### src/rtl/div_seq.sv
// Sequential restoring divider: one quotient bit per clock, optional fractional bits.
// Handshaked in/out; quotient = floor(A*2^FRAC_BITS / B), remainder = (A*2^FRAC_BITS) mod B.
module div_seq #(
    parameter int WIDTH     = 12,
    parameter int FRAC_BITS = 0
) (
    input  logic                       clk,
    input  logic                       rst,
    input  logic                       in_valid,
    output logic                       in_ready,
    input  logic [WIDTH-1:0]           dividend,
    input  logic [WIDTH-1:0]           divisor,
    output logic                       out_valid,
    input  logic                       out_ready,
    output logic [WIDTH+FRAC_BITS-1:0] quotient,
    output logic [WIDTH-1:0]           remainder,
    output logic                       inv
);
    localparam int QW = WIDTH + FRAC_BITS;
    localparam int CW = (QW > 1) ? $clog2(QW) : 1;

    typedef enum logic [1:0] {IDLE, BUSY, DONE} state_t;

    state_t           r_state;
    logic [WIDTH-1:0] r_b;
    logic [QW-1:0]    r_shift;
    logic [WIDTH:0]   r_part;
    logic [QW-1:0]    r_quo;
    logic [WIDTH-1:0] r_rem;
    logic             r_inv;
    logic             r_out_valid;
    logic             r_in_ready;
    logic [CW-1:0]    r_cnt;

    logic [WIDTH:0]   w_shifted;
    logic [WIDTH:0]   w_diff;
    logic             w_ge;
    logic [WIDTH:0]   w_next_part;

    // The dividend (padded with FRAC_BITS zeros) leaves r_shift MSB first.
    assign w_shifted   = {r_part[WIDTH-1:0], r_shift[QW-1]};
    assign w_diff      = w_shifted - {1'b0, r_b};
    assign w_ge        = (w_shifted >= {1'b0, r_b});
    assign w_next_part = w_ge ? w_diff : w_shifted;

    always_ff @(posedge clk) begin
        if (rst) begin
            r_state     <= IDLE;
            r_b         <= '0;
            r_shift     <= '0;
            r_part      <= '0;
            r_quo       <= '0;
            r_rem       <= '0;
            r_inv       <= 1'b0;
            r_out_valid <= 1'b0;
            r_in_ready  <= 1'b1;
            r_cnt       <= '0;
        end else begin
            case (r_state)
                IDLE: begin
                    if (in_valid) begin
                        r_b        <= divisor;
                        r_shift    <= QW'(dividend) << FRAC_BITS;
                        r_part     <= '0;
                        r_cnt      <= CW'(QW - 1);
                        r_in_ready <= 1'b0;
                        if (divisor == '0) begin
                            r_quo       <= '1;
                            r_rem       <= dividend;
                            r_inv       <= 1'b1;
                            r_out_valid <= 1'b1;
                            r_state     <= DONE;
                        end else begin
                            r_quo   <= '0;
                            r_inv   <= 1'b0;
                            r_state <= BUSY;
                        end
                    end
                end
                BUSY: begin
                    r_shift <= r_shift << 1;
                    r_part  <= w_next_part;
                    r_quo   <= {r_quo[QW-2:0], w_ge};
                    if (r_cnt == '0) begin
                        r_rem       <= w_next_part[WIDTH-1:0];
                        r_out_valid <= 1'b1;
                        r_state     <= DONE;
                    end else begin
                        r_cnt <= r_cnt - 1'b1;
                    end
                end
                DONE: begin
                    if (out_ready) begin
                        r_out_valid <= 1'b0;
                        r_in_ready  <= 1'b1;
                        r_state     <= IDLE;
                    end
                end
                default: begin
                    r_state <= IDLE;
                end
            endcase
        end
    end

    assign in_ready  = r_in_ready;
    assign out_valid = r_out_valid;
    assign quotient  = r_quo;
    assign remainder = r_rem;
    assign inv       = r_inv;
endmodule

### config.mk
export PLATFORM = sky130hd
export DESIGN_NAME = div_seq
export DESIGN_NICKNAME = d
export VERILOG_FILES = /design/src/rtl/div_seq.sv
export SDC_FILE = /design/constraint.sdc
export NUM_CORES = 1
export LEC_CHECK = 0
export CAP_MARGIN = 5
export CORE_AREA = 2 2 90 92
export CTS_BUF_LIST = sky130_fd_sc_hd__clkbuf_4 sky130_fd_sc_hd__clkbuf_8 sky130_fd_sc_hd__clkbuf_16
export DETAILED_ROUTE_END_ITERATION = 10
export DIE_AREA = 0 0 92 94
export PLACE_DENSITY = 0.75
export SLEW_MARGIN = 20
export SYNTH_ARGS = -nofsm -noshare
export SYNTH_HDL_FRONTEND = slang
export SYNTH_SLANG_ARGS = --single-unit
### constraint.sdc
create_clock -name clk -period 2.4 [get_ports clk]
set_input_delay 0.6 -clock clk [delete_from_list [all_inputs] [get_ports clk]]
set_output_delay 0.6 -clock clk [all_outputs]
set_load 0.02 [all_outputs]
; ---- Yosys cells after proc, flatten, opt, wreduce, memory -nomap -nowiden
; Index checks and enable logic that the tools add are counted.
[word_totals]
input_bits = 28
latchBits = 0
elab_cells = 62
output_inout_bits = 27
regBits = 69
ram_bits = 0
memories = 0
mem_bits_ro = 0
[op_classes]
n_lt_le_gt_ge = 1
n_bitwise = 0
n_mux = 29
div_mod_pow = 0
shift = 0
addsub = 2
n_mul = 0
n_reduce_logical = 13
n_eq_ne = 7
[op_table]
columns = operator, count
row1 = 12-bit 2-to-1 mux, 8
row2 = 12-bit one-hot mux with 2 select lines, 4
row3 = 13-bit by 12-bit greater-or-equal comparator with 1-bit output, 1
row4 = 12-bit zero test, 1
row5 = 12-bit subtractor, 1
row6 = 2-bit inequality test (second input constant), 5
row7 = 3-bit AND reduction, 3
row8 = 2-bit 2-to-1 mux, 4
row9 = 4-bit 2-to-1 mux, 2
row10 = 4-bit one-hot mux with 2 select lines, 1
row11 = 1-bit 2-to-1 mux, 7
row12 = 2-bit one-hot mux with 3 select lines, 1
row13 = 5-bit AND reduction, 1
row14 = 4-bit zero test, 1
row15 = 2-bit AND reduction, 2
row16 = 4-bit AND reduction, 1
row17 = 2-bit nonzero test, 2
row18 = 4-bit by 1-bit subtractor with 4-bit output (second input constant), 1
row19 = 1-bit one-hot mux with 3 select lines, 1
row20 = 3-bit nonzero test, 1
row21 = 2-bit by 1-bit equality test with 1-bit output (second input constant), 1
row22 = 2-bit equality test (second input constant), 1
row23 = 2-bit zero test, 1
row24 = 1-bit one-hot mux with 2 select lines, 1

; ---- Depth between registers and ports, before layout
[logic_depth]
depth_word = 4
depth_mapped = 11
ltp_nobuf = 10

; ---- Least setup slack after synthesis
; Ideal clock, no wire load.
[synth_timing]
kind = reg-to-reg
from = register r_shift[11]
to = register r_rem[10] (netlist: remainder[10])
stages_incl_launch_ff = 11
setup_slack_ns = 0.045
required_time_ns = 2.255
setup_ns = 0.145
period_less_slack_ns = 2.355
arrival_time_ns = 2.210
path_buffers = 0
path_cell_list = dfxtp_1 -> inv_1 -> ha_1 -> inv_1 -> fa_1 -> a21o_1 -> a221oi_1 -> o221a_2 -> nand3_1 -> mux2i_1 -> a311oi_2
[synth_via]
elab_chain_cells = 4
word_cells_on_any_way = 5
cone_classes = add/sub (1) / order compare (1) / mux (3)
[synth_rtl]
columns = item, line
row1 = "start, declared", 26  ; logic [QW-1:0] r_shift;
row2 = "start signal, assigned", 63  ; r_shift <= QW'(dividend) << FRAC_BITS;
row3 = "start signal, assigned", 81  ; r_shift <= r_shift << 1;
row4 = 12-bit subtractor or 13-bit by 12-bit greater-or-equal comparator with 1-bit output (tied branches), "42, 43"
row5 = 12-bit 2-to-1 mux *, 44  ; assign w_next_part = w_ge ? w_diff : w_shifted;
row6 = 12-bit 2-to-1 mux *, 84  ; if (r_cnt == '0) begin
row7 = 12-bit one-hot mux with 2 select lines *, 59  ; case (r_state)
row8 = "end signal, assigned", 69  ; r_rem <= dividend;
row9 = "end signal, assigned", 85  ; r_rem <= w_next_part[WIDTH-1:0];
row10 = "end, declared", 29  ; logic [WIDTH-1:0] r_rem;
; Every way passes the cells marked *; elsewhere a longest branch is shown, timed or not. The select of a mux whose other input is x is not followed.
; A chain may end at the register's enable or synchronous reset.

; ---- Final worst setup path
[layout_timing]
from = register r_shift[11]
to = register r_rem[8] (netlist: remainder[8])
; Same word-level chain as after synthesis.

==> impl_metrics.toml <==
[outcome]
status = "complete, but fails checks"
violations = "negative setup slack"

[logic_synthesis]
ys_warn_count = 0
netlist_area_um2 = 3670
synth-main-ff-cell = "dfxtp_1"
netlist_top_cells_count = "dfxtp_1 (69), nand2_1 (54), a21oi_1 (45), nor2_1 (42), inv_1 (23)"
yosysSeqAreaShare_pct = 37.6
syn_area_per_cell_um2 = 8.20
synth.area.top_cells = "dfxtp_1 (38%), a21oi_1 (6.1%), mux2i_1 (6.0%), ha_1 (5.8%), nand2_1 (5.5%)"
ys_ff_latch = 69
synth_edf_count = 0
synth.most_common_cell = "dfxtp_1"
synthAdderAreaFrac_pct = 6.34
post-synth-top-area-fraction_pct = 37.6
synth_xor_area_share_pct = 1.67
synth-simple-area-share_pct = 20.6
syn_nets = 494
yosysTopAreaCell = "dfxtp_1"
synth_top_family_by_area = "compound AO/OA/AOI/OAI gates"
ys_types = 58
syn_inst = 448
synth-async-reset-ratio_pct = 0
muxShareOfSynthArea_pct = 6.40
synth_compound_area_share_pct = 21.6

[clock_network]
clock_path_buffers = 2
clk_latency_ns = 0.35
cts_sinks = 69
root_buffer = "clkbuf_8"
cts_tree = "yes"
numCtsBuffers = 9
h-tree-depth = 3
path_clk_slew_ns = 0.08

[place]
port_buffers = 54
hpwl_um = 6800
pre_cts_ws_ns = -0.228
gp_congestion = 0.926

[timing]
period_share_pct = 102
rsz0062_at_grt = "yes"
skew_ns = 0.00887
tightest_slew_ns = 0.793
relSlewSlack_pct = 46.9
period_needed_ns = 2.45
setup_viol = 3
hold_violations = 0
drv_slew = 0
worst_hold_slack_ns = 0.456
max_freq_ghz = 0.409
worst_slack_ns = -0.0453

[hold_path]
hold_path_end = "r_b[5]"
min_path_cells = 2
worstHoldStart = "r_b[5]"
min_path_type = "reg -> reg"

[final_layout]
ff_latch_area_um2 = 1390
num_antenna_cells = 0
nFillCells = 612
finalCoreUtilization_pct = 67.0
multiInputGateArea_um2 = 2300
syn_to_final_growth_pct = 38.7
final_nets = 582
layout-drive-gt1-share_pct = 20.0

[floorplan]
ios = 55
die_x_um = 92
core_area_um2 = 7610
dieArea_um2 = 8650
rows = 32
initial_utilization_pct = 48.3
dieHeight_um = 94

[critical_path]
rr_worst_depth = 11
cp-start-kind = "flop"
worstPathArrival_ns = 2.67
cp_max_fo = 4
path_class = "reg -> reg"
critical_path_required_ns = 2.62
rr_endpoint = "remainder[8]"
endpoint_kind = "flop"
regToRegStartpoint = "r_shift[11]"
r2r_setup_slack_ns = -0.05

[global_routing]
antenna_found_initial = 0
grt_pass1_vias = 3353
overflow = 0
grt_max_degree = 39
grt_usage_pct = 22.2
grt_pass1_wl_um = 15400

[routing]
viasPerCell = 5.49
first_pass_iters = 5
drtIter0Drc = 166
wire_per_inst_um = 14.9
routed_wl_um = 9580
drtAntennaViolNets = 0
drc_errors = 0
vias = 3530

[job]
drv_cap = 0

[pwr]
power_density_nw_per_um2 = 1330
p_leak_nw = 1.95
internal_power_mw = 4.03
power.switching_mw = 2.76
ir_worst_vdd_uv = 656
p_comb_share_pct = 59.5
switching_share_pct = 40.6
pwr-share-clk_pct = 16.0
seqPwrFrac_pct = 24.5
total_power_mw = 6.78
==> placed cells by master (no fill, tap or decap), drive strengths merged, types with 17 or more instances in the layout <==
master         instances
ha                    17
o21ai                 20
nor2                  42
mux2i                 22
dfxtp                 69
clkdlybuf4s50         53
a21oi                 45
nand2                 55
buf                   49
inv                   24
a211oi                18
==> logic make-up (layout without fill, tap and decap cells) <==
logic type / Yosys count / count (layout)
adders and majority gates: 18 / 18
muxes: 23 / 23
xor gates and xnor gates: 7 / 7
AOI/OAI and AO/OA: 122 / 122
DFF: 69 / 69
and+or+nand+nor: 160 / 160
buffers and inverters: 49 / 142
==> metal layers <==
| layer | wire length [um] | GRT usage (%) | vias to the layer above | part of all wire (%) |
|---|---|---|---|---|
| met5 | 0 | 0 | - | 0 |
| met4 | 231 | 9.95 | 0 | 2.4 |
| met3 | 321 | 4.01 | 24 | 3.3 |
| met2 | 4670 | 37.8 | 83 | 49 |
| met1 | 4360 | 27.5 | 1647 | 45 |
| li1 | - | - | 1776 | - |
==> worst max path at each step <==
stage | from | end | slack (ns)
after floorplan | r_shift[11] | remainder[10] | 0.05
final | r_shift[11] | remainder[8] | -0.05
after CTS | r_shift[11] | remainder[8] | -0.008
after detailed placement | divisor[6] | remainder[1] | -0.23
after global placement | divisor[6] | remainder[1] | -0.18
after global routing | r_shift[11] | remainder[10] | -0.13
==> power by group through the flow <==
stage               logic (mW)  clock network [mW]  registers [mW]
finish                    4.04                1.08            1.66
global route              4.38                1.15            1.70
CTS                       3.34                1.10            1.65
detailed placement        3.29                   0            1.67
global placement          3.20                   0            1.66
floorplan                 2.24                   0            1.78
==> metrics by stage <==
| step | std cells | setup TNS, ns | cell area [um^2] |
|---|---|---|---|
| detailed placement | 621 | -4.11 | 4560 |
| CTS | 638 | -0.00835 | 4810 |
| global route | 643 | -0.480 | 5090 |
| finish | 643 | -0.0751 | 5090 |
| global placement | 621 | -3.15 | 4560 |
| floorplan | 448 | 0 | 3670 |
==> critical path: stages, from the launching register on <==
cell and delay, ns:
dfxtp_2 0.33, inv_2 0.09, ha_4 0.15, inv_4 0.03
fa_2 0.39, a21o_1 0.21, a221oi_2 0.30, buf_4 0.20
buf_4 0.11, o311ai_4 0.09, mux2i_2 0.27, a311oi_2 0.13
==> layout make-up <==
cell class | count | area share (%)
Clock buffer | 10 | 2.70
Tap cell | 102 | 2.51
Sequential cell | 69 | 27.2
Clock inverter | 6 | 1.84
Multi-Input combinational cell | 330 | 45.1
Inverter | 23 | 1.74
Timing Repair Buffer | 103 | 18.9
==> timing repair <==
item / 4_1_cts / 5_1_grt
hold buffers: 0 / 0
pin swaps: 2 / 11
setup endpoints to repair: 7 / 23
resized for setup: 4 / 45
cloned: 0 / 1
setup buffers: 1 / 4
==> registers in the layout, indices dropped and copies added (netlist names) <==
signal and cells:
r_shift 12, remainder 12, r_part 12, inv 1
quotient 12, r_cnt 4, in_ready 1, r_state 2
out_valid 1, r_b 12
(Power assumes the default switching activity.)
